==> config.mk <==
export PLATFORM = sky130hd
export DESIGN_NAME = arc4_prga_param
export DESIGN_NICKNAME = d
export VERILOG_FILES = /design/src/rtl/arc4_prga_param.sv
export SDC_FILE = /design/constraint.sdc
export NUM_CORES = 1
export LEC_CHECK = 0
export ABC_AREA = 1
export BUFFER_PORTS_ARGS = -buffer_cell sky130_fd_sc_hd__buf_2
export CAP_MARGIN = 30
export CORE_ASPECT_RATIO = 1.2
export CORE_UTILIZATION = 57
export CTS_CLUSTER_DIAMETER = 50
export DETAILED_ROUTE_END_ITERATION = 8
export GPL_ROUTABILITY_DRIVEN = 0
export PLACE_DENSITY = 0.82
export SLEW_MARGIN = 20
export SYNTH_ARGS = -nofsm -noshare
export SYNTH_HDL_FRONTEND = slang
export SYNTH_SLANG_ARGS = --single-unit
==> constraint.sdc <==
create_clock -name clk -period 2.07 [get_ports clk]
set_input_delay 0.3105 -clock clk [delete_from_list [all_inputs] [get_ports clk]]
set_output_delay 0.3105 -clock clk [all_outputs]
set_load 0.02 [all_outputs]
==> src/rtl/arc4_prga_param.sv <==
// ARC4 PRGA stage: reads a length-prefixed ciphertext, generates the keystream
// from the S memory that KSA left behind (swapping in place), and writes the
// length-prefixed plaintext. Memory read latency is MEM_LAT cycles. An
// optional printable-range check aborts early and clears key_ok.
module arc4_prga_param #(
  parameter int unsigned MEM_LAT     = 1,
  parameter int unsigned CHECK_ASCII = 0,
  parameter logic [7:0]  ASCII_LO    = 8'h20,
  parameter logic [7:0]  ASCII_HI    = 8'h7E
) (
  input  logic       clk,
  input  logic       rst_n,
  input  logic       en,
  output logic       rdy,
  output logic       done,
  output logic       key_ok,
  output logic [7:0] s_addr,
  input  logic [7:0] s_rddata,
  output logic [7:0] s_wrdata,
  output logic       s_wren,
  output logic [7:0] ct_addr,
  input  logic [7:0] ct_rddata,
  output logic [7:0] pt_addr,
  output logic [7:0] pt_wrdata,
  output logic       pt_wren
);

  typedef enum logic [3:0] {
    ST_IDLE, ST_W_LEN, ST_LEN, ST_RD_I, ST_W_I, ST_RD_J, ST_W_J,
    ST_WR_I, ST_WR_J, ST_RD_PAD, ST_W_PAD, ST_XOR_WR, ST_FIN
  } state_e;

  state_e     state_q, state_d;
  logic [7:0] i_q, i_d, j_q, j_d, k_q, k_d, len_q, len_d;
  logic [7:0] si_q, si_d, sj_q, sj_d;
  logic       key_ok_q, key_ok_d;
  logic [1:0] cnt_q, cnt_d;
  logic       wait_last;
  logic [7:0] pad;
  logic       pad_bad;

  assign wait_last = (cnt_q == 2'(MEM_LAT - 1));
  assign pad       = s_rddata ^ ct_rddata;
  assign pad_bad   = (CHECK_ASCII != 0) && ((pad < ASCII_LO) || (pad > ASCII_HI));

  // State and datapath registers, cleared asynchronously.
  always_ff @(posedge clk or negedge rst_n) begin
    if (!rst_n) begin
      state_q  <= ST_IDLE;
      i_q      <= '0;
      j_q      <= '0;
      k_q      <= '0;
      len_q    <= '0;
      si_q     <= '0;
      sj_q     <= '0;
      key_ok_q <= 1'b0;
      cnt_q    <= '0;
    end else begin
      state_q  <= state_d;
      i_q      <= i_d;
      j_q      <= j_d;
      k_q      <= k_d;
      len_q    <= len_d;
      si_q     <= si_d;
      sj_q     <= sj_d;
      key_ok_q <= key_ok_d;
      cnt_q    <= cnt_d;
    end
  end

  // Next-state and datapath updates; i is incremented on entry to RD_I so the
  // address is already stable during the RD_I cycle.
  always_comb begin
    state_d  = state_q;
    i_d      = i_q;
    j_d      = j_q;
    k_d      = k_q;
    len_d    = len_q;
    si_d     = si_q;
    sj_d     = sj_q;
    key_ok_d = key_ok_q;
    cnt_d    = cnt_q;
    case (state_q)
      ST_IDLE, ST_FIN: begin
        if (en) begin
          state_d  = ST_W_LEN;
          i_d      = '0;
          j_d      = '0;
          k_d      = 8'd1;
          key_ok_d = 1'b1;
          cnt_d    = '0;
        end else begin
          state_d = ST_IDLE;
        end
      end
      ST_W_LEN: begin
        cnt_d = wait_last ? '0 : cnt_q + 2'd1;
        if (wait_last) state_d = ST_LEN;
      end
      ST_LEN: begin
        len_d = ct_rddata;
        if (ct_rddata == 8'd0) begin
          state_d = ST_FIN;
        end else begin
          state_d = ST_RD_I;
          i_d     = i_q + 8'd1;
        end
      end
      ST_RD_I: state_d = ST_W_I;
      ST_W_I: begin
        cnt_d = wait_last ? '0 : cnt_q + 2'd1;
        if (wait_last) begin
          si_d    = s_rddata;
          j_d     = j_q + s_rddata;
          state_d = ST_RD_J;
        end
      end
      ST_RD_J: state_d = ST_W_J;
      ST_W_J: begin
        cnt_d = wait_last ? '0 : cnt_q + 2'd1;
        if (wait_last) begin
          sj_d    = s_rddata;
          state_d = ST_WR_I;
        end
      end
      ST_WR_I:   state_d = ST_WR_J;
      ST_WR_J:   state_d = ST_RD_PAD;
      ST_RD_PAD: state_d = ST_W_PAD;
      ST_W_PAD: begin
        cnt_d = wait_last ? '0 : cnt_q + 2'd1;
        if (wait_last) state_d = ST_XOR_WR;
      end
      ST_XOR_WR: begin
        if (pad_bad) begin
          key_ok_d = 1'b0;
          state_d  = ST_FIN;
        end else if (k_q == len_q) begin
          state_d = ST_FIN;
        end else begin
          k_d     = k_q + 8'd1;
          i_d     = i_q + 8'd1;
          state_d = ST_RD_I;
        end
      end
      default: state_d = ST_IDLE;
    endcase
  end

  // Memory-side outputs decoded from state; addresses are held through the
  // wait states so the read data is still valid when it is consumed.
  always_comb begin
    rdy       = (state_q == ST_IDLE) || (state_q == ST_FIN);
    done      = (state_q == ST_FIN);
    key_ok    = key_ok_q;
    s_addr    = '0;
    s_wrdata  = '0;
    s_wren    = 1'b0;
    ct_addr   = '0;
    pt_addr   = '0;
    pt_wrdata = '0;
    pt_wren   = 1'b0;
    case (state_q)
      ST_LEN: begin
        pt_wrdata = ct_rddata;
        pt_wren   = 1'b1;
      end
      ST_RD_I, ST_W_I: s_addr = i_q;
      ST_RD_J, ST_W_J: s_addr = j_q;
      ST_WR_I: begin
        s_addr   = i_q;
        s_wrdata = sj_q;
        s_wren   = 1'b1;
      end
      ST_WR_J: begin
        s_addr   = j_q;
        s_wrdata = si_q;
        s_wren   = 1'b1;
      end
      ST_RD_PAD, ST_W_PAD: begin
        s_addr  = si_q + sj_q;
        ct_addr = k_q;
      end
      ST_XOR_WR: begin
        s_addr    = si_q + sj_q;
        ct_addr   = k_q;
        pt_addr   = k_q;
        pt_wrdata = pad;
        pt_wren   = 1'b1;
      end
      default: ;
    endcase
  end

endmodule
==> impl_metrics.json <==
{
  "status": "complete, but fails checks",
  "violations": "hold timing, setup timing",
  "max-slew-margin-rel_pct": 62.1,
  "clockRootBuffer": "clkbuf_8",
  "globalRoute.totalOverflow": 0,
  "tightest_slew_ns": 0.568,
  "timing.final.ws_setup_ns": -0.153,
  "pre_cts_slack_ns": 0.0486,
  "r2r_slack_ns": 0.27,
  "layout.nets": 686,
  "rsz0062_at_grt": "yes",
  "rr_startpoint": "state_q[0]$_DFFE_PN0P_",
  "setup_tns_ns": -0.763,
  "die_area_um2": 7330,
  "insertion_delay_ns": 0.31,
  "setup_violations": 8,
  "cp-end-kind": "primary output",
  "cts_buffers": 5,
  "r2r_end": "i_q[2]$_DFFE_PN0P_",
  "p_per_area_nw_per_um2": 1470,
  "start_util_pct": 58.5,
  "place_hpwl_um": 7670,
  "yosysWarnings": 0,
  "hold_violations": 22,
  "synth_area_leader_cell": "dfrtp_1",
  "antenna_cells": 0,
  "fin_skew_ns": 0.00466,
  "drc": 0,
  "fin_util_pct": 74.2,
  "clkSlewWorstSetupHoldPaths_ns": 0.10,
  "dr.pass1.iters": 5,
  "port_buffers": 63,
  "synthDistinctLibCells": 42,
  "grt_pass1_wl_um": 18000,
  "die_w_um": 78.3,
  "grt_pass1_vias": 3982,
  "grt_max_degree": 34,
  "arrival_ns": 1.91,
  "wl_per_cell_um": 15.8,
  "yosysSeqAreaShare_pct": 34.5,
  "worstHoldPathType": "in2async",
  "ir_worst_vdd_mv": 0.896,
  "cts_tree": "built",
  "required_ns": 1.76,
  "cellLeakagePower_nw": 2.57,
  "max_cap_violations": 0,
  "critical-path-top-delay-family": "adder cells",
  "syn_nets": 593,
  "cts_buffer_depth": 2,
  "drt_iter0_markers": 275,
  "drt_wl_total_um": 11600,
  "fin_hold_ws_ns": -0.0216,
  "synth_area_um2": 3990,
  "final_cell_mix": "165 x nand2_1, 58 x inv_1, 52 x nor2_1, 51 x dfrtp_1, 51 x buf_2",
  "max_clock_freq_mhz": 450,
  "hold_buffers": 0,
  "layout_commonest_cell": "nand2_1",
  "worst_r2r_path_depth": 11,
  "area_growth_pct": 26.8,
  "drive_gt1_share_pct": 29.4,
  "final.min_clock_period_ns": 2.22,
  "antenna_found_initial": 0,
  "synth_area_leaders": "dfrtp_1 35%, nand2_1 16%, inv_1 5.7%",
  "critical_path.max_fanout": 4,
  "stdcell_count": 734,
  "coreArea_um2": 6810,
  "routed_via_density": 5.71,
  "vias": 4190,
  "ys.flop_type": "dfrtp_1",
  "num_rows": 33,
  "critPathBufInv": 1,
  "ant_nets": 0,
  "clock_sinks": 55,
  "timing.final.crit_share_pct": 107,
  "cp_slowest_cell": "dfrtp_1",
  "avgSynthCellArea_um2": 7.19,
  "path_cells": "ha_4 -> fa_2 -> nand3_2 -> nand2_1 -> nand2_1 -> nand2_1 -> o221ai_2 -> buf_4",
  "die_h_um": 93.6,
  "cp-start-kind": "register",
  "stdcell_area_um2": 5050,
  "postSynthCellCount": 554,
  "io_pins": 64,
  "htreeDepth": 2,
  "synth-async-reset-ratio_pct": 100,
  "synth-seq-cells": 55,
  "worstSetupPathType": "reg2out",
  "path_common_cell": "nand2_1",
  "synth_edf_count": 0,
  "finalMaxSlewViolations": 0,
  "critPathMaxStageDelay_ns": 0.43,
  "yosysTopAreaCellShare_pct": 34.5,
  "track_usage_pct": 31.6,
  "dpl_cell_area_um2": 4420,
  "dp_cells": 702
}
-- repair_timing --
item	4_1_cts	5_1_grt
cloned	0	2
setup buffers	14	9
pin swaps	12	14
setup endpoints to repair	17	22
resized for setup	43	42
-- cells in the mapped netlist, drive strengths merged (6+ instances only) --
library cell,instances
ha,18
a21oi,11
inv,74
nand3,35
o31ai,8
xor2,12
dfrtp,55
nand4,7
o21ai,41
nor2,60
nand2,181
buf,8
xnor2,9
nor3,6
or2,6
-- worst max path at each step --
| stage | startpoint | to | slack [ns] | cells past startpoint |
|---|---|---|---|---|
| after CTS | sj_q[0]$_DFFE_PN0P_ | s_addr[4] | -0.12 | 8 |
| final | si_q[0]$_DFFE_PN0P_ | s_addr[4] | -0.15 | 8 |
| after global routing | sj_q[5]$_DFFE_PN0P_ | s_addr[6] | -0.22 | 8 |
| after global placement | si_q[0]$_DFFE_PN0P_ | s_addr[2] | 0.08 | 6 |
| after floorplan | si_q[0]$_DFFE_PN0P_ | s_addr[4] | 0.11 | 7 |
| after detailed placement | si_q[0]$_DFFE_PN0P_ | s_addr[2] | 0.05 | 6 |
-- stage by stage --
stage | power [W] | hold WS (ns)
2_1_floorplan | 0.00451 | 0.0149
3_3_place_gp | 0.00527 | 0.337
3_5_place_dp | 0.00540 | 0.338
4_1_cts | 0.00671 | 0.000914
5_1_grt | 0.00792 | 0.0268
6_report | 0.00743 | -0.0216
-- power breakdown --
group          switching (W)  internal [W]  leakage [nW]
Clock               0.000370      0.000264        0.0470
Sequential          0.000420       0.00148         0.702
Combinational        0.00292       0.00198          1.82
-- per-layer routing --
metal | GRT usage (%) | part of all wire, % | wire [µm]
met5 | 0 | 0 | 0
met4 | 15.1 | 4.7 | 541
met3 | 5.27 | 6.1 | 705
met2 | 56.2 | 51 | 5870
met1 | 36.6 | 38 | 4450
-- cell type report --
class                           instances  area, µm²
Tap cell                               87        109
Timing Repair Buffer                   93        598
Sequential cell                        55       1380
Clock buffer                            6       82.6
Fill cell                             493       1760
Clock inverter                          1       5.00
Inverter                               75        297
Multi-Input combinational cell        417       2580
-- flip-flops by register name, summed over array words and instances (netlist names) --
register / cells
cnt_q: 2
sj_q: 8
i_q: 8
key_ok: 1
j_q: 8
si_q: 8
state_q: 4
k_q: 8
len_q: 8
-- worst register-to-register path, stage by stage, from the launching register on --
cell     delay (ns)
dfrtp_2        0.47
buf_4          0.17
inv_2          0.06
nand2_4        0.10
nor2_4         0.22
inv_4          0.10
nand2_8        0.10
nor2_4         0.05
nor2_8         0.18
nand2_4        0.11
nand2_1        0.08
nand2_1        0.06
-- kinds of logic after synthesis --
| logic type | after synthesis | synth area share, % |
|---|---|---|
| flops | 55 | 34.5 |
| compound gates | 75 | 11.2 |
| buf+inv | 83 | 8.35 |
| simple gates | 300 | 34.6 |
| fa+ha+maj | 20 | 6.66 |
| xor+xnor | 21 | 4.62 |
Power figures use the tool's default switching activity.
